### config.mk
export PLATFORM = sky130hd
export DESIGN_NAME = data_sram_axi_bridge
export DESIGN_NICKNAME = d
export VERILOG_FILES = /design/src/rtl/data_bridge_pkg.sv /design/src/rtl/data_sram_axi_bridge.sv
export SDC_FILE = /design/constraint.sdc
export NUM_CORES = 1
export LEC_CHECK = 0
export BUFFER_PORTS_ARGS = -buffer_cell sky130_fd_sc_hd__buf_2
export CAP_MARGIN = 20
export CORE_AREA = 10 10 104 176
export DETAILED_ROUTE_END_ITERATION = 8
export DIE_AREA = 0 0 114 186
export PLACE_DENSITY = 0.66
export SYNTH_ARGS = -nofsm -noshare
export SYNTH_HDL_FRONTEND = slang
export SYNTH_SLANG_ARGS = --single-unit
### constraint.sdc
create_clock -name clk -period 5.46 [get_ports clk]
set_clock_uncertainty 0.2 [all_clocks]
set_input_delay 0.819 -clock clk [delete_from_list [all_inputs] [get_ports clk]]
set_output_delay 0.819 -clock clk [all_outputs]
set_load 0.02 [all_outputs]
### src/rtl/data_bridge_pkg.sv
// Shared definitions for the data-side SRAM-to-AXI bridge: FSM encoding and
// the fixed AXI single-beat, full-word transfer attributes.
package data_bridge_pkg;

   typedef enum logic [2:0] {
      IDLE    = 3'd0,
      RD_ADDR = 3'd1,
      RD_DATA = 3'd2,
      WR_REQ  = 3'd3,
      WR_RESP = 3'd4
   } bridge_state_e;

   localparam logic [2:0] SIZE_WORD  = 3'b010;
   localparam logic [1:0] BURST_INCR = 2'b01;
   localparam logic [3:0] LEN_SINGLE = 4'd0;

   localparam int DATA_ID_DEFAULT = 1;

endpackage

### src/rtl/data_sram_axi_bridge.sv
// Bridges the MEM stage's SRAM-like data port (req/addr_ok/data_ok) onto an
// AXI3 master with one outstanding single-beat word transfer at a time.
module data_sram_axi_bridge
   import data_bridge_pkg::*;
#(
   parameter int ID_W    = 4,
   parameter int DATA_ID = DATA_ID_DEFAULT
) (
   input  logic            clk,
   input  logic            resetn,
   input  logic            data_req,
   input  logic            data_wr,
   input  logic [3:0]      data_wen,
   input  logic [31:0]     data_addr,
   input  logic [31:0]     data_wdata,
   output logic            data_addr_ok,
   output logic            data_data_ok,
   output logic [31:0]     data_rdata,
   output logic [ID_W-1:0] arid,
   output logic [31:0]     araddr,
   output logic [3:0]      arlen,
   output logic [2:0]      arsize,
   output logic [1:0]      arburst,
   output logic            arvalid,
   input  logic            arready,
   input  logic [ID_W-1:0] rid,
   input  logic [31:0]     rdata,
   input  logic [1:0]      rresp,
   input  logic            rlast,
   input  logic            rvalid,
   output logic            rready,
   output logic [ID_W-1:0] awid,
   output logic [31:0]     awaddr,
   output logic [3:0]      awlen,
   output logic [2:0]      awsize,
   output logic [1:0]      awburst,
   output logic            awvalid,
   input  logic            awready,
   output logic [ID_W-1:0] wid,
   output logic [31:0]     wdata,
   output logic [3:0]      wstrb,
   output logic            wlast,
   output logic            wvalid,
   input  logic            wready,
   input  logic [ID_W-1:0] bid,
   input  logic [1:0]      bresp,
   input  logic            bvalid,
   output logic            bready
);

   bridge_state_e state_q, state_d;

   logic        arvalid_q, arvalid_d;
   logic        rready_q,  rready_d;
   logic        awvalid_q, awvalid_d;
   logic        wvalid_q,  wvalid_d;
   logic        bready_q,  bready_d;
   logic        data_ok_q, data_ok_d;
   logic [31:0] rdata_q,   rdata_d;
   logic [31:0] addr_q,    addr_d;
   logic        wr_q,      wr_d;
   logic [3:0]  wen_q,     wen_d;
   logic [31:0] wdata_q,   wdata_d;

   logic accept;
   logic aw_done;
   logic w_done;
   logic resp_hs;

   // Response data, IDs and the sub-word address bits carry no information here.
   logic unused_ok;
   assign unused_ok = ^{rid, rresp, rlast, bid, bresp, data_addr[1:0]};

   assign accept  = (state_q == IDLE) && data_req;
   assign aw_done = !awvalid_q || awready;
   assign w_done  = !wvalid_q || wready;
   assign resp_hs = wr_q ? ((state_q == WR_RESP) && bvalid && bready_q)
                         : ((state_q == RD_DATA) && rvalid && rready_q);

   always_ff @(posedge clk) begin
      if (!resetn) begin
         state_q   <= IDLE;
         arvalid_q <= 1'b0;
         rready_q  <= 1'b0;
         awvalid_q <= 1'b0;
         wvalid_q  <= 1'b0;
         bready_q  <= 1'b0;
         data_ok_q <= 1'b0;
         rdata_q   <= 32'd0;
         addr_q    <= 32'd0;
         wr_q      <= 1'b0;
         wen_q     <= 4'd0;
         wdata_q   <= 32'd0;
      end else begin
         state_q   <= state_d;
         arvalid_q <= arvalid_d;
         rready_q  <= rready_d;
         awvalid_q <= awvalid_d;
         wvalid_q  <= wvalid_d;
         bready_q  <= bready_d;
         data_ok_q <= data_ok_d;
         rdata_q   <= rdata_d;
         addr_q    <= addr_d;
         wr_q      <= wr_d;
         wen_q     <= wen_d;
         wdata_q   <= wdata_d;
      end
   end

   always_comb begin
      state_d = state_q;
      unique case (state_q)
         IDLE:    if (data_req) state_d = data_wr ? WR_REQ : RD_ADDR;
         RD_ADDR: if (arready) state_d = RD_DATA;
         RD_DATA: if (resp_hs) state_d = IDLE;
         WR_REQ:  if (aw_done && w_done) state_d = WR_RESP;
         WR_RESP: if (resp_hs) state_d = IDLE;
         default: state_d = IDLE;
      endcase
   end

   // AW and W retire independently; B is only opened once both have gone.
   always_comb begin
      arvalid_d = arvalid_q;
      rready_d  = rready_q;
      awvalid_d = awvalid_q;
      wvalid_d  = wvalid_q;
      bready_d  = bready_q;
      data_ok_d = 1'b0;
      rdata_d   = rdata_q;
      addr_d    = addr_q;
      wr_d      = wr_q;
      wen_d     = wen_q;
      wdata_d   = wdata_q;
      unique case (state_q)
         IDLE: begin
            if (accept) begin
               addr_d    = {data_addr[31:2], 2'b00};
               wr_d      = data_wr;
               wen_d     = data_wen;
               wdata_d   = data_wdata;
               arvalid_d = !data_wr;
               awvalid_d = data_wr;
               wvalid_d  = data_wr;
            end
         end
         RD_ADDR: begin
            if (arready) begin
               arvalid_d = 1'b0;
               rready_d  = 1'b1;
            end
         end
         RD_DATA: begin
            if (resp_hs) begin
               rdata_d   = rdata;
               rready_d  = 1'b0;
               data_ok_d = 1'b1;
            end
         end
         WR_REQ: begin
            if (awready) awvalid_d = 1'b0;
            if (wready) wvalid_d = 1'b0;
            if (aw_done && w_done) bready_d = 1'b1;
         end
         WR_RESP: begin
            if (resp_hs) begin
               bready_d  = 1'b0;
               data_ok_d = 1'b1;
            end
         end
         default: begin
            data_ok_d = 1'b0;
         end
      endcase
   end

   assign data_addr_ok = accept;
   assign data_data_ok = data_ok_q;
   assign data_rdata   = rdata_q;

   assign arid    = ID_W'(DATA_ID);
   assign araddr  = addr_q;
   assign arlen   = LEN_SINGLE;
   assign arsize  = SIZE_WORD;
   assign arburst = BURST_INCR;
   assign arvalid = arvalid_q;
   assign rready  = rready_q;

   assign awid    = ID_W'(DATA_ID);
   assign awaddr  = addr_q;
   assign awlen   = LEN_SINGLE;
   assign awsize  = SIZE_WORD;
   assign awburst = BURST_INCR;
   assign awvalid = awvalid_q;

   assign wid     = ID_W'(DATA_ID);
   assign wdata   = wdata_q;
   assign wstrb   = wen_q;
   assign wlast   = 1'b1;
   assign wvalid  = wvalid_q;

   assign bready  = bready_q;

endmodule
Yosys cells after proc, flatten, opt, wreduce, memory -nomap -nowiden
Index checks and enable logic that the tools add are counted.

Eq/ne operators: 13. Mux-type cells: 21. Reductions and logical operators: 26.

Operators by type and width (count): 2-bit != test (second input constant) (8); 3-bit AND reduction (5); 3-bit 2-to-1 mux (4); 3-bit case mux with 4 select lines (1); 1-bit 2-to-1 mux (10); 1-bit case mux with 2 select lines (5); 2-bit nonzero test (4); 3-bit by 2-bit == test with 1-bit output (second input constant) (2); 1-bit logical AND (6); 2-bit AND reduction (3); 4-bit AND reduction (1); 3-bit by 1-bit == test with 1-bit output (second input constant) (1); 3-bit == test (second input constant) (1); 1-bit logical NOT (3); 3-bit logical NOT (1); 1-bit logical OR (2); 2-bit 2-to-1 mux (1); 2-bit by 1-bit != test with 1-bit output (second input constant) (1); 2-bit OR reduction (1).

Register bits after elaboration: 108. Input bits: 122.

Longest topological paths before layout
Gate-level depths: netlist of run 1.

Word-level depth: 6. Gate-level depth with buffers: 8. Gate-level depth less buffers: 4.

Worst setup path after synthesis of run 1
Ideal clock, no wire load.

Kind: input to output. From: input port data_req. To: output port data_addr_ok. Arrival time: 1622 ps. Required time: 4441 ps. Slack: 2819 ps. Stages: 4. Path buffers: 2. Path through: or4b_4 > buf_6 > inv_6 > buf_4.

Longest elaborated chain between the ends: 1.

RTL lines: start, declared (RTL line data_sram_axi_bridge.sv:11) `input logic data_req,`; 1-bit logical AND (RTL line data_sram_axi_bridge.sv:74) `assign accept = (state_q == IDLE) && data_req;`; end, declared (RTL line data_sram_axi_bridge.sv:16) `output logic data_addr_ok,`.

No other way between the ends.

Worst setup path in the final report of run 1
Same ends and word-level chain as after synthesis.

==> out/metrics.csv, run 1 <==
stage,metric,value,unit
timing,Rel. slew slack,36.2,%
timing,Sum Neg Setup Slack,0,ns
finish,Post-Layout Cell Count,931,
run,Max Cap Viol,0,
finish,layout net count,863,
hold_path,Worst Hold End,wdata[14],
global_routing,largest net degree at the start of global routing,72,
global_routing,vias in the first global route,4183,
place,"Cell Area, Placed",5420,sq um
routing,DRT Wirelength,14.6,mm
setup_path,worst endpoint data arrival time,2.60,ns
clocking,post-cts sizing count,0,
global_routing,total track usage,12.8,%
logic_synthesis,post-synthesis cell type count,39,
hold_path,worst hold start,wdata[14],
timing,PnR worst setup slack,1.84,ns
clocking,clk sinks,108,
setup_path,r2r setup slk,2.93,ns
clocking,Worst-path clk slew,0.07,ns
clocking,CTS H-tree depth,3,
logic_synthesis,"EDFF count, synth",0,
timing,Worst Tran Pin Value,0.957,ns
finish,Fillers,1661,
logic_synthesis,number of synthesized register bits,108,
logic_synthesis,synthesis warning total,0,
routing,# DRC,0,
place,port bufs,241,
logic_synthesis,Mapped Area,4510,sq um
routing,antenna-violating nets left,0,
global_routing,grt ovf,0,
logic_synthesis,cell taking the most area after synthesis,dfxtp_1,
place,placed cells,916,
clocking,CTS tree,yes,
clocking,Max clock buf depth,2,
logic_synthesis,Commonest cells post-synth,"139 x nand2_1, 108 x dfxtp_1, 97 x a21oi_1, 66 x buf_4, 35 x o21ai_0",
timing,Tmin final,3.62,ns
clocking,clk root buf,clkbuf_16,
floorplan,Die Y,186,um
floorplan,die area,21200,sq um
place,Post-DP HPWL,11.0,mm
timing,Max Fclk,0.277,GHz
clocking,Post-CTS Setup Bufs,0,
finish,share of cells above drive strength 1,36.4,%
hold_path,hold path cells,2,
logic_synthesis,Syn Inst Count,559,
setup_path,Critical Path RT,4.44,ns
routing,routed len/inst,15.6,um
setup_path,r2r worst-path depth,4,
setup_path,crit start category,primary input,
pwr,VDD IR-drop max,0.141,mV
floorplan,I/O pin count,292,
clocking,Clock Latency Late Sink,0.34,ns
logic_synthesis,synthesized area per cell,8.07,sq um
setup_path,reg2reg start,state_q[0],
floorplan,Core Region,15300,sq um
logic_synthesis,Area contributors post-synth,"dfxtp_1 48%, nand2_1 12%, buf_4 11%",
logic_synthesis,most common cell in the netlist,nand2_1,
setup_path,WS Path Type,primary input to primary output,
timing,RSZ-0062 raised after global routing,no,
logic_synthesis,Synth async-reset ratio,0,%
logic_synthesis,prevailing post-synth register cell,dfxtp_1,
place,pre-CTS setup slack,1.81,ns
logic_synthesis,Synth top area share,47.9,%
routing,first-pass iteration count of the detailed router,4,
finish,final design area excluding fillers,5720,sq um
timing,period utilization,66.2,%
timing,Final setup viols,0,
finish,# diodes,0,
clocking,hold_buf cts,0,
clocking,Num CTS Buffers,9,
routing,vias post-DR,4220,
timing,pins over their slew limit,0,
setup_path,CP Max Fanout,71,
routing,Vias/cell,4.53,
floorplan,die width,114,um
place,GPL Wtd Cong,0.755,
floorplan,row cnt,60,
timing,final hold vios,0,
setup_path,crit path from,data_req,
run_status,status,finished clean,
setup_path,reg2reg end,wdata[1],
finish,Final Util,37.4,%
floorplan,Initial Utilization,29.5,%
finish,Area Growth Syn to Fin,26.9,%
global_routing,first-pass GRT wire length,22.0,mm
hold_path,Min-Delay Path Class,register to register,
routing,DRT iter0 DRCs,127,
pwr,P per Cell Area,332,nW/um^2
setup_path,Worst Setup End Kind,primary output,
pwr,P_leak,2.75,nW
global_routing,initial antenna violation count,0,
logic_synthesis,sequential-to-total area share from yosys stat,47.9,%
==> per-stage QoR <==
stage,hold slack [ns],total power (W)
final,0.251,0.00190
after global routing,0.267,0.00200
after detailed placement,0.243,0.00126
after global placement,0.239,0.00125
after floorplan,0.266,0.00117
after CTS,0.253,0.00193
==> state kept, by name, indices dropped and copies added (netlist names) <==
| name | count |
|---|---|
| state_q | 3 |
| wvalid | 1 |
| data_data_ok | 1 |
| wstrb | 4 |
| awvalid | 1 |
| wdata | 32 |
| arvalid | 1 |
| araddr | 30 |
| wr_q | 1 |
| rready | 1 |
| bready | 1 |
| data_rdata | 32 |
==> area by class of cell <==
class / instances / area [sq um] / share of cell area (%)
Clock inverter: 6 / 72.6 / 1.27
Multi-Input combinational cell: 375 / 1770 / 31.0
Inverter: 2 / 13.8 / 0.241
Sequential cell: 108 / 2160 / 37.8
Timing Repair Buffer: 245 / 1240 / 21.7
Tap cell: 186 / 233 / 4.07
Clock buffer: 9 / 225 / 3.94
==> worst max-delay path: stages <==
cell    delay [ns]
buf_2         0.11
or4b_4        0.79
inv_6         0.52
buf_2         0.27
==> cell families (layout without fill, tap and decap cells) <==
kind of cell / count (synthesis) / count (layout) / synth area share, %
other cells: 2 / 35 / 0.166
mux: 3 / 3 / 0.721
buf+inv: 109 / 262 / 15.7
simple gates: 191 / 191 / 18.3
flops: 108 / 108 / 47.9
compound gates: 145 / 145 / 17.0
xor+xnor: 1 / 1 / 0.194
==> worst max-delay path by stage <==
stage | to | slack [ns] | depth (start not counted)
floorplan | data_addr_ok | 2.82 | 4
global placement | data_addr_ok | 1.80 | 4
detailed placement | data_addr_ok | 1.81 | 4
CTS | data_addr_ok | 1.80 | 4
global route | data_addr_ok | 1.70 | 4
finish | data_addr_ok | 1.84 | 4
==> per-layer routing <==
metal	share of wire [%]	GRT usage (%)	wire [um]	vias to the layer above
met3	12	6.25	1680	11
met4	1.3	3.98	193	0
met5	0	0	0	-
met2	53	23.9	7790	164
met1	34	11.8	4900	1938
li1	-	-	-	2107
==> placed cells by master, fill, tap and decap left out, types with 2 or more instances in the layout <==
cell	Yosys	layout
clkinv_2	0	2
nor2b_1	2	2
nand2b_1	2	2
inv_6	1	3
a21o_1	2	2
mux2_2	2	2
o211a_1	2	2
o21ai_0	35	35
nand2_1	139	139
a21oi_2	3	3
a21oi_1	97	97
nand3b_1	3	3
buf_4	66	3
clkbuf_16	0	9
nand3_1	34	34
dfxtp_1	108	108
conb_1	2	35
buf_2	9	241
==> report_power, final <==
| part | total [W] | internal (W) | switching (W) | leakage, nW |
|---|---|---|---|---|
| combinational | 0.000367 | 0.000114 | 0.000253 | 1.72 |
| sequential | 0.000864 | 0.000834 | 0.0000303 | 0.881 |
| clock | 0.000668 | 0.000361 | 0.000307 | 0.148 |
| total | 0.00190 | 0.00131 | 0.000591 | 2.75 |
Power figures use the tool's default switching activity.
==> inputs of run 2 (changes only) <==
PLACE_DENSITY = 0.69   (was 0.66)
clock period = 3.2 ns   (was 5.46 ns; I/O delays follow)
==> out/metrics.csv, run 2 (synthesis gave the netlist of run 1 again) <==
stage,metric,value,unit
run_status,status,finished clean,
setup_path,worst stage delay on the critical path,0.58,ns
finish,layout net count,866,
routing,vias post-DR,4182,
timing,period utilization,82.6,%
routing,DRT Wirelength,14.8,mm
global_routing,largest net degree at the start of global routing,68,
clocking,clk sinks,108,
run,Max Cap Viol,0,
finish,share of cells above drive strength 1,36.6,%
setup_path,WS Path Type,register to primary output,
pwr,P_leak,2.76,nW
routing,antenna-violating nets left,0,
finish,Fillers,1660,
clocking,Num CTS Buffers,9,
setup_path,Critical Path RT,2.52,ns
global_routing,initial antenna violation count,0,
setup_path,crit start category,register,
finish,FF/Latch Area,2160,sq um
clocking,clk root buf,clkbuf_16,
clocking,hold_buf cts,0,
setup_path,worst endpoint data arrival time,1.96,ns
floorplan,row cnt,60,
pwr,P per Cell Area,565,nW/um^2
clocking,Clock Latency Late Sink,0.34,ns
finish,Area Growth Syn to Fin,27.2,%
global_routing,first-pass GRT wire length,22.3,mm
clocking,Worst-path clk slew,0.08,ns
timing,RSZ-0062 raised after global routing,no,
setup_path,CP cell instances,or4b_4 > inv_6 > buf_2,
floorplan,die width,114,um
clocking,Max clock buf depth,2,
setup_path,Worst path slowest cell,or4b_4,
setup_path,cell family with most CP delay,simple AND/OR/NAND/NOR gates,
clocking,CTS tree,yes,
floorplan,Core Region,15300,sq um
global_routing,vias in the first global route,4158,
routing,Vias/cell,4.47,
setup_path,Crit path buffers/inverters,2,
routing,first-pass iteration count of the detailed router,4,
finish,Final Util,37.5,%
place,Post-DP HPWL,11.1,mm
timing,final hold vios,0,
routing,routed len/inst,15.8,um
pwr,Tot Pwr,0.00324,W
timing,Worst Tran Pin Value,0.734,ns
place,port bufs,241,
hold_path,Min-Delay Path Class,primary input to register,
floorplan,Initial Utilization,29.5,%
floorplan,I/O pin count,292,
routing,# DRC,0,
timing,pins over their slew limit,0,
finish,"commonest cells after routing, fill and taps aside","241 x buf_2, 139 x nand2_1, 108 x dfxtp_1, 97 x a21oi_1",
clocking,CTS H-tree depth,3,
clocking,Post-CTS Setup Bufs,0,
timing,Max Fclk,0.378,GHz
global_routing,total track usage,13.0,%
floorplan,Die Y,186,um
routing,DRT iter0 DRCs,169,
finish,footprint of the multi-input gates,1770,sq um
timing,Final setup viols,0,
timing,Rel. slew slack,51.0,%
global_routing,grt ovf,0,
setup_path,CP Max Fanout,49,
setup_path,Worst Setup End Kind,primary output,
timing,Sum Neg Setup Slack,0,ns
timing,Tmin final,2.64,ns
finish,"commonest non-fill, non-tap cell in the layout",buf_2,
pwr,VDD IR-drop max,0.224,mV
clocking,post-cts sizing count,0,
place,GPL Wtd Cong,0.756,
floorplan,die area,21200,sq um
==> run 2: cell count changes in the layout (fill, tap and decap cells not counted) <==
cell,previous run,this run
buf_4,3,7
buf_8,1,0
clkinv_4,1,2
diode_2,0,1
inv_6,3,2
==> run 2: metrics by stage <==
| stage | hold slack (ns) | setup slack, ns | instances | area, sq um |
|---|---|---|---|---|
| after detailed placement | 0.244 | 0.801 | 919 | 5440 |
| after global routing | 0.161 | 0.435 | 934 | 5740 |
| final | 0.164 | 0.557 | 935 | 5740 |
| after global placement | 0.239 | 0.802 | 919 | 5440 |
| after CTS | 0.148 | 0.521 | 934 | 5740 |
| after floorplan | 0.266 | 1.23 | 592 | 4630 |
==> run 2: where the power goes <==
group	internal (W)	total [W]	switching, W
combinational	0.000198	0.000630	0.000433
sequential	0.00142	0.00148	0.0000529
clock	0.000614	0.00113	0.000521
==> run 2: worst reg2reg max path, cell delays in order, from the launching register on <==
cell and delay [ns]:
dfxtp_1 0.45, or4b_4 0.58, inv_6 0.32, buf_4 0.35
nand2_1 0.09, a21oi_1 0.15
==> run 2: path summary, 6_finish.rpt <==
check | startpoint | slack, ns | endpoint | cells past startpoint
max reg2reg | state_q[0] | 1.00 | wdata[21] | 5
min | data_wdata[25] | 0.16 | wdata[25] | 3
min reg2reg | wdata[13] | 0.25 | wdata[13] | 2
max | state_q[0] | 0.56 | data_addr_ok | 3
==> run 2: layout make-up <==
class,count,share of cell area [%]
clock buffer,9,3.92
multi-input combinational,375,30.9
sequential,108,37.7
clock inverter,6,1.26
tap,186,4.05
inverter,2,0.240
timing repair buffer,248,21.9
antenna,1,0.0436
==> run 2: layer usage <==
layer  global-route usage (%)  part of all wire (%)
met5                        0                     0
met4                     4.03                   1.2
met3                     6.71                    12
met2                     23.8                    53
met1                     12.1                    33
==> inputs of run 3 (changes only) <==
PLACE_DENSITY = 0.66   (was 0.69)
clock period = 2.61 ns   (was 3.2 ns; I/O delays follow)
==> out/metrics.csv, run 3 (synthesis gave the netlist of run 1 again) <==
stage,metric,value,unit
floorplan,I/O pin count,292,
routing,antenna-violating nets left,0,
setup_path,CP cell instances,or4b_4 > inv_6 > buf_2,
hold_path,worst hold start,data_wdata[27],
setup_path,r2r setup slk,0.54,ns
run,Max Cap Viol,0,
pwr,VDD IR-drop max,0.266,mV
timing,Sum Neg Setup Slack,0,ns
setup_path,WS Path Type,register to primary output,
timing,period utilization,92.0,%
place,Post-DP HPWL,11.3,mm
timing,Worst Hold Slack,0.0726,ns
place,port bufs,241,
floorplan,Core Region,15300,sq um
timing,Rel. slew slack,58.6,%
setup_path,Critical Path RT,2.02,ns
place,"Cell Area, Placed",5470,sq um
routing,vias post-DR,4261,
routing,DRT Wirelength,15.2,mm
finish,layout net count,870,
setup_path,worst endpoint data arrival time,1.81,ns
place,GPL Wtd Cong,0.748,
setup_path,worst stage delay on the critical path,0.62,ns
setup_path,reg2reg start,state_q[0],
floorplan,row cnt,60,
setup_path,CP Max Fanout,20,
setup_path,crit path from,state_q[0],
setup_path,reg2reg end,araddr[10],
clocking,hold_buf cts,0,
hold_path,Min-Delay Path Class,primary input to register,
routing,first-pass iteration count of the detailed router,4,
global_routing,vias in the first global route,4149,
pwr,Comb pwr share,20.4,%
run_status,status,finished clean,
finish,footprint of the multi-input gates,1780,sq um
pwr,P per Cell Area,678,nW/um^2
global_routing,initial antenna violation count,0,
finish,"commonest non-fill, non-tap cell in the layout",buf_2,
global_routing,total track usage,13.4,%
hold_path,Worst Hold End,wdata[27],
finish,Fillers,1632,
timing,Worst Tran Pin Value,0.620,ns
finish,# diodes,0,
global_routing,first-pass GRT wire length,22.9,mm
finish,share of cells above drive strength 1,36.9,%
pwr,Net Sw Frac,32.0,%
clocking,CTS tree,yes,
setup_path,Worst Setup End Kind,primary output,
clocking,Max clock buf depth,2,
setup_path,Worst path slowest cell,or4b_4,
timing,Tmin final,2.40,ns
pwr,P_leak,2.77,nW
floorplan,Initial Utilization,29.5,%
clocking,CTS H-tree depth,3,
timing,final hold vios,0,
global_routing,grt ovf,0,
timing,pins over their slew limit,0,
clocking,clk root buf,clkbuf_16,
finish,FF/Latch Area,2160,sq um
finish,"commonest cells after routing, fill and taps aside","241 x buf_2, 139 x nand2_1, 108 x dfxtp_1, 97 x a21oi_1",
floorplan,die area,21200,sq um
routing,Vias/cell,4.54,
finish,final design area excluding fillers,5750,sq um
setup_path,crit start category,register,
clocking,Worst-path clk slew,0.08,ns
floorplan,die width,114,um
routing,# DRC,0,
routing,DRT iter0 DRCs,178,
routing,routed len/inst,16.2,um
clocking,Num CTS Buffers,9,
clocking,Clock Latency Late Sink,0.34,ns
timing,Max Fclk,0.416,GHz
global_routing,largest net degree at the start of global routing,53,
pwr,sequential power share,46.5,%
pwr,Internal Power,0.00265,W
floorplan,Die Y,186,um
setup_path,r2r worst-path depth,5,
pwr,Clk pwr share,33.1,%
pwr,sw power,0.00125,W
hold_path,hold path cells,3,
timing,Final setup viols,0,
clocking,clk sinks,108,
finish,Area Growth Syn to Fin,27.5,%
timing,RSZ-0062 raised after global routing,no,
## run 3: cell count changes in the layout (fill, tap and decap cells not counted), sizes merged
cell	delta
buf	+3
bufinv	-1
clkbuf	+1
clkinv	+1
clkinvlp	+1
diode	-1
inv	-1
or4b	+1
## run 3: through the flow
step	util [%]	total power [W]	worst slack [ns]	std cells
3_5_place_dp	35.7	0.00265	0.323	921
5_1_grt	37.6	0.00410	0.0784	939
3_3_place_gp	35.7	0.00264	0.365	921
6_report	37.6	0.00390	0.208	939
2_1_floorplan	-	0.00244	0.724	592
4_1_cts	37.6	0.00397	0.148	939
## run 3: worst max-delay path, delay by kind of cell, from the launching register on
family | cells | cell delay, ns
AND/OR/NAND/NOR | 1 | 0.62
flip-flops | 1 | 0.46
buffers and inverters | 2 | 0.38
## run 3: final cells by class
cell class              instances  share of cell area [%]
flip-flops and latches        108                    37.6
multi-input cells             376                    31.0
well taps                     186                    4.05
inverters                       2                   0.239
clock buffers                  10                    3.98
clock inverters                 6                   0.696
repair buffers                251                    22.5
## run 3: what timing repair did
item,CTS,global route
resized for setup,0,0
buffers inserted,1,0
setup endpoints to repair,1,0
## run 3: worst max-delay path by stage
stage	end	slack (ns)
2_1_floorplan	data_addr_ok	0.72
3_3_place_gp	araddr[11]	0.36
3_5_place_dp	araddr[21]	0.32
4_1_cts	data_addr_ok	0.15
5_1_grt	data_addr_ok	0.08
6_report	data_addr_ok	0.21
## run 3: power by group through the flow
stage               clock (W)  combinational (W)  sequential [W]
floorplan                   0           0.000489         0.00195
global placement            0           0.000798         0.00184
detailed placement          0           0.000805         0.00185
CTS                   0.00135           0.000813         0.00181
global route          0.00139           0.000879         0.00183
finish                0.00129           0.000796         0.00181
## run 3: layer usage
metal / up-vias / share of wire, % / track usage (%)
li1: 2129 / - / -
met1: 1928 / 35 / 13.4
met2: 186 / 53 / 24.0
met3: 18 / 11 / 5.83
met4: 0 / 1.6 / 4.38
met5: - / 0 / 0
